===== config.mk =====
export PLATFORM = sky130hd
export DESIGN_NAME = exec_unit_scheduler
export DESIGN_NICKNAME = d
export VERILOG_FILES = /design/src/rtl/exec_unit_scheduler.sv
export SDC_FILE = /design/constraint.sdc
export NUM_CORES = 1
export LEC_CHECK = 0
export ABC_AREA = 1
export ABC_CLOCK_PERIOD_IN_PS = 1800
export CAP_MARGIN = 20
export CELL_PAD_IN_SITES_DETAIL_PLACEMENT = 2
export CELL_PAD_IN_SITES_GLOBAL_PLACEMENT = 2
export CORE_MARGIN = 4
export CORE_UTILIZATION = 24
export CTS_BUF_LIST = sky130_fd_sc_hd__clkbuf_16
export DETAILED_ROUTE_END_ITERATION = 16
export MAX_ROUTING_LAYER = met4
export PLACE_DENSITY = 0.78
export SLEW_MARGIN = 20
export SYNTH_ARGS = -nofsm -noshare
export SYNTH_HDL_FRONTEND = slang
export SYNTH_SLANG_ARGS = --single-unit

===== constraint.sdc =====
create_clock -name clk -period 1.8 [get_ports clk]
set_clock_uncertainty 0.05 [all_clocks]
set_input_delay 0.27 -clock clk [delete_from_list [all_inputs] [get_ports clk]]
set_output_delay 0.27 -clock clk [all_outputs]
set_load 0.05 [all_outputs]

===== src/rtl/exec_unit_scheduler.sv =====
// exec_unit_scheduler: multicycle execute sequencer routing one instruction at a time to ALU, MDU or FPU
//
// Ports:
//   clk, rst                 clock and synchronous active-high reset
//   issue_valid/issue_ready  instruction handshake with the decode/register-read stage
//   is_mdu, is_fpu           target select (FPU has priority over MDU; neither selects the ALU)
//   fp_dest, reg_write, rd   destination descriptor latched on acceptance
//   mdu_start/mdu_done       MDU launch pulse and single-cycle completion
//   fpu_start/fpu_done       FPU launch pulse and single-cycle completion
//   wb_valid/sel/we/fp/rd    one-cycle writeback command to the writeback mux
//   stall                    front-end hold while an instruction is in flight
//   timeout_err              one-cycle abort pulse (SCHED_TIMEOUT_EN builds only)
//
// Build option: define SCHED_TIMEOUT_EN to abort a WAIT state after TIMEOUT_CYCLES cycles.
module exec_unit_scheduler #(
    parameter int TIMEOUT_CYCLES = 64,
    parameter int CNT_W          = 16
) (
    input  logic       clk,
    input  logic       rst,
    input  logic       issue_valid,
    output logic       issue_ready,
    input  logic       is_mdu,
    input  logic       is_fpu,
    input  logic       fp_dest,
    input  logic       reg_write,
    input  logic [4:0] rd,
    output logic       mdu_start,
    input  logic       mdu_done,
    output logic       fpu_start,
    input  logic       fpu_done,
    output logic       wb_valid,
    output logic [1:0] wb_sel,
    output logic       wb_we,
    output logic       wb_fp,
    output logic [4:0] wb_rd,
    output logic       stall,
    output logic       timeout_err
);
    if (TIMEOUT_CYCLES < 2 || TIMEOUT_CYCLES > 65535 || (TIMEOUT_CYCLES >> CNT_W) != 0) begin : g_bad_cfg
        $error("exec_unit_scheduler: TIMEOUT_CYCLES must be 2..65535 and below 2**CNT_W");
    end

    typedef enum logic [1:0] {IDLE, MDU_WAIT, FPU_WAIT, WB} state_t;

    state_t     r_state, w_next;
    logic [4:0] r_rd;
    logic [1:0] r_tgt;
    logic       r_fp, r_we;
    logic       r_mdu_start, r_fpu_start, r_wb_valid, r_wb_we, r_wb_fp, r_timeout;
    logic [1:0] r_wb_sel;
    logic [4:0] r_wb_rd;
    logic       w_acc, w_wait, w_done, w_to, w_we_in, w_to_wb;
    logic [1:0] w_tgt;

    assign issue_ready = (r_state == IDLE);
    assign stall       = (r_state != IDLE);
    assign w_acc       = issue_valid && issue_ready;
    assign w_tgt       = is_fpu ? 2'b10 : is_mdu ? 2'b01 : 2'b00;
    // Integer x0 is hardwired zero; FP f0 is a real register.
    assign w_we_in     = reg_write && (fp_dest || rd != 5'd0);
    assign w_wait      = (r_state == MDU_WAIT) || (r_state == FPU_WAIT);
    // Only the unit we launched may complete the instruction.
    assign w_done      = (r_state == MDU_WAIT && mdu_done) || (r_state == FPU_WAIT && fpu_done);
    assign w_to_wb     = (w_next == WB);

`ifdef SCHED_TIMEOUT_EN
    localparam logic [CNT_W-1:0] LAST = CNT_W'(TIMEOUT_CYCLES - 1);
    logic [CNT_W-1:0] r_cnt;
    // The counter equals the number of done-less WAIT cycles already elapsed,
    // so hitting LAST here means this is the TIMEOUT_CYCLES-th such cycle.
    assign w_to = w_wait && !w_done && r_cnt == LAST;
    always_ff @(posedge clk) begin
        if (rst || w_acc)
            r_cnt <= '0;
        else if (w_wait && !w_done && r_cnt != '1)
            r_cnt <= r_cnt + 1'b1;
    end
`else
    assign w_to = 1'b0;
`endif

    always_comb begin
        w_next = r_state;
        case (r_state)
            IDLE:     w_next = !w_acc ? IDLE : is_fpu ? FPU_WAIT : is_mdu ? MDU_WAIT : WB;
            MDU_WAIT,
            FPU_WAIT: w_next = (w_done || w_to) ? WB : r_state;
            default:  w_next = IDLE;
        endcase
    end

    // Registered outputs are computed from the next state so they line up with it.
    always_ff @(posedge clk) begin
        if (rst) begin
            r_state     <= IDLE;
            r_rd        <= '0;
            r_tgt       <= '0;
            r_fp        <= 1'b0;
            r_we        <= 1'b0;
            r_mdu_start <= 1'b0;
            r_fpu_start <= 1'b0;
            r_wb_valid  <= 1'b0;
            r_wb_sel    <= '0;
            r_wb_we     <= 1'b0;
            r_wb_fp     <= 1'b0;
            r_wb_rd     <= '0;
            r_timeout   <= 1'b0;
        end else begin
            r_state <= w_next;
            if (w_acc) begin
                r_rd  <= rd;
                r_tgt <= w_tgt;
                r_fp  <= fp_dest;
                r_we  <= w_we_in;
            end
            r_mdu_start <= w_acc && w_next == MDU_WAIT;
            r_fpu_start <= w_acc && w_next == FPU_WAIT;
            r_wb_valid  <= w_to_wb;
            r_wb_sel    <= !w_to_wb ? 2'b00 : w_acc ? w_tgt : r_tgt;
            r_wb_we     <= w_to_wb && !w_to && (w_acc ? w_we_in : r_we);
            r_wb_fp     <= w_to_wb && (w_acc ? fp_dest : r_fp);
            r_wb_rd     <= !w_to_wb ? 5'd0 : w_acc ? rd : r_rd;
            r_timeout   <= w_to;
        end
    end

    assign mdu_start   = r_mdu_start;
    assign fpu_start   = r_fpu_start;
    assign wb_valid    = r_wb_valid;
    assign wb_sel      = r_wb_sel;
    assign wb_we       = r_wb_we;
    assign wb_fp       = r_wb_fp;
    assign wb_rd       = r_wb_rd;
    assign timeout_err = r_timeout;
endmodule


==> flow_metrics.env <==
export IMPL_worst_path_buf_inv=1
export IMPL_layout_worst_path_cycle_share=0.946
export IMPL_setup_viol_count_final=0
export IMPL_port_buffers=27
export IMPL_share_of_final_layout_standard_cells_stronger_than_drive_strength_1=0.119
export IMPL_grt_start_max_net_pins=14
export IMPL_synth_warnings=0
export IMPL_postSynthCellCount=112
export IMPL_start_kind="flip-flop"
export IMPL_static_leakage_power_uw=0.000650
export IMPL_cp_required_ns=1.48
export IMPL_result_of_the_run="finished clean"
export IMPL_die_area_um2=4690
export IMPL_clock_pin_transition_on_the_worst_setup_and_hold_timing_paths_ns=0.06
export IMPL_boundaryPins=29
export IMPL_cts_max_path_buffers=2
export IMPL_synth_main_ff_cell="dfxtp_1"
export IMPL_hold_buffers=0
export IMPL_placed_cells=185
export IMPL_cts_root_buffer="clkbuf_16"
export IMPL_drtPass1Iterations=3
export IMPL_synth_largest_type_area_fraction=0.525
export IMPL_post_synth_top_area_cell="dfxtp_1"
export IMPL_post_synth_and_or_nand_nor_area_fraction=0.284
export IMPL_tritoncts="done"
export IMPL_slew_violations=0
export IMPL_synth_enable_flop_cells=0
export IMPL_timing_worst_slew_pin_value_ns=0.496
export IMPL_worstHoldStart="r_tgt[1]$_SDFF_PP0_"
export IMPL_synth_commonest_cells="25 x nand2_1, 23 x dfxtp_1, 22 x nor2_1"
export IMPL_synth_cell_area_um2=877
export IMPL_vdd_ir_drop_worst_mv=0.376
export IMPL_post_synthesis_mux_area_share=0
export IMPL_crit_path_start="wb_rd[3]$_SDFF_PP0_"
export IMPL_cts_resized=0
export IMPL_regToRegStartpoint="r_state[0]$_SDFF_PP0_"
export IMPL_detail_route_antenna_nets=0
export IMPL_maxSlewHeadroom=0.668
export IMPL_min_period_ns=1.70
export IMPL_via_count_of_the_first_global_routing_pass=860
export IMPL_timing_max_cap_violations=0
export IMPL_global_route_congestion_overflow_total=0
export IMPL_cts_buffers=3
export IMPL_routed_vias=781
export IMPL_hold_viol=0
export IMPL_pwr_density_cell_nw_per_um2=1000
export IMPL_drt_first_iter_violations=5
export IMPL_totalNegativeSetupSlack_ns=0
export IMPL_seq_area_frac_synth=0.525
export IMPL_synth_lib_cells_used_distinct=13
export IMPL_routed_wire_per_std_cell_um=13.0
export IMPL_place_gp_congestion=0.752
export IMPL_max_freq_mhz=588
export IMPL_hpwlAfterDp_mm=1.98
export IMPL_async_flop_share=0
export IMPL_antenna_found_initial=0
export IMPL_core_area_um2=3440
export IMPL_crit_chain="clkdlybuf4s50_1"
export IMPL_rsz_0062_raised_after_global_routing="no"
export IMPL_vias_per_cell=4.13
export IMPL_post_cts_setup_buffer_count=0
export IMPL_cts_sinks=23
export IMPL_p_r_area_growth_vs_syn_pct=47.1
export IMPL_antennaDiodeCount=0
export IMPL_combinational_family_with_the_most_area_after_synthesis="simple AND/OR/NAND/NOR gates"
export IMPL_critical_path_slowest_cell="clkdlybuf4s50_1"
export IMPL_worstHoldPathType="reg2reg"
export IMPL_grt_util_all_layers=0.119
export IMPL_routed_wl_mm=2.46
export IMPL_synth_compound_gate_area_share=0.0314
export IMPL_critPathTopFamily="buffers and inverters"
export IMPL_critical_path_max_stage_delay_ns=0.80
export IMPL_synth_xor_area_share=0
export IMPL_yosysMostFrequentCell="nand2_1"
export IMPL_grt_first_pass_wirelength_mm=3.80
export IMPL_clkLatencyLatePin_ns=0.26
export IMPL_num_fill_cells=397
export IMPL_remaining_drc_errors=0
export IMPL_die_height_um=68.5
export IMPL_synth_ff_latch_count=23
export IMPL_power_total_uw=1290
export IMPL_die_wd_um=68.5
export IMPL_cts_htree_levels=1
export IMPL_nNetsFinal=162
export IMPL_synth_fa_ha_area_frac=0.0571
export IMPL_timing_critical_path_to_type="primary output"
export IMPL_hold_slack_ns=0.453
export IMPL_timing_worst_setup_path_type="reg2out"
export IMPL_postSynthAreaPerCell_um2=7.83
export IMPL_start_util=0.255
export IMPL_final_cell_count_no_fill=189
export IMPL_yosys_top_cells_area="dfxtp_1 52%, nand2_1 11%, nor2_1 9.4%"
export IMPL_core_rowCount=21
export IMPL_worstPathMaxFanout=1
export IMPL_worst_endpoint_arrival_ns=1.38
export IMPL_postSynthNetCount=130
-- through the flow --
step | util | area (um2) | setup WS, ns
after global routing | 0.375 | 1290 | 0.00276
after floorplan | - | 877 | 0.0254
after CTS | 0.375 | 1290 | 0.0808
after global placement | 0.352 | 1210 | 0.218
final | 0.375 | 1290 | 0.0979
after detailed placement | 0.352 | 1210 | 0.153
-- placed cells by master (no fill, tap or decap), drive strengths merged --
cell           Yosys  routed
buf                2      10
clkinv             0       1
clkdlybuf4s50      0      19
ha                 4       4
inv               19      19
nand2             27      27
o211ai             1       1
o21ai              4       4
dfxtp             23      23
nor2              22      22
nand3              7       7
conb               1       1
or2                2       2
clkbuf             0       3
-- registers in the layout, summed over array words and instances, names as in the netlist --
| name | cells |
|---|---|
| fpu_start | 1 |
| mdu_start | 1 |
| r_fp | 1 |
| r_rd | 5 |
| r_state | 2 |
| r_tgt | 2 |
| r_we | 1 |
| wb_fp | 1 |
| wb_rd | 5 |
| wb_sel | 2 |
| wb_valid | 1 |
| wb_we | 1 |
-- metal layers --
layer / track usage / vias to the layer above / share of wire
li1: - / 391 / -
met1: 0.116 / 367 / 0.40
met2: 0.212 / 18 / 0.54
met3: 0.0296 / 5 / 0.038
met4: 0.0670 / 0 / 0.021
met5: - / - / 0
-- final timing paths --
path	end	depth (start not counted)	slack, ns
setup / recovery	wb_rd[3]	1	0.1
hold / removal	r_tgt[1]$_SDFF_PP0_	2	0.45
setup reg to reg	wb_sel[0]$_SDFF_PP0_	8	0.16
hold reg to reg	r_tgt[1]$_SDFF_PP0_	2	0.45
-- logic make-up (layout without fill, tap and decap cells) --
kind of cell | after synthesis | count (layout)
AND/OR/NAND/NOR | 58 | 58
flip-flops | 23 | 23
buffers and inverters | 21 | 52
AO/OA/AOI/OAI | 5 | 5
adder cells (fa/ha/maj) | 4 | 4
other | 1 | 1
-- where the power goes --
| group | internal (uW) | switching [uW] | leakage, uW | total (uW) |
|---|---|---|---|---|
| Sequential | 539 | 9.58 | 0.000188 | 548 |
| Clock | 299 | 181 | 0.0000409 | 480 |
| Combinational | 105 | 161 | 0.000421 | 265 |
-- area by class of cell --
cell class,instances,area (um2),share of cell area
inverters,19,71.3,0.0553
repair buffers,29,290,0.225
flip-flops and latches,23,460,0.357
clock inverters,1,5.00,0.00388
well taps,46,57.6,0.0446
multi-input cells,68,330,0.256
clock buffers,3,75.1,0.0582
No activity file was read; power rests on OpenSTA's default activity.
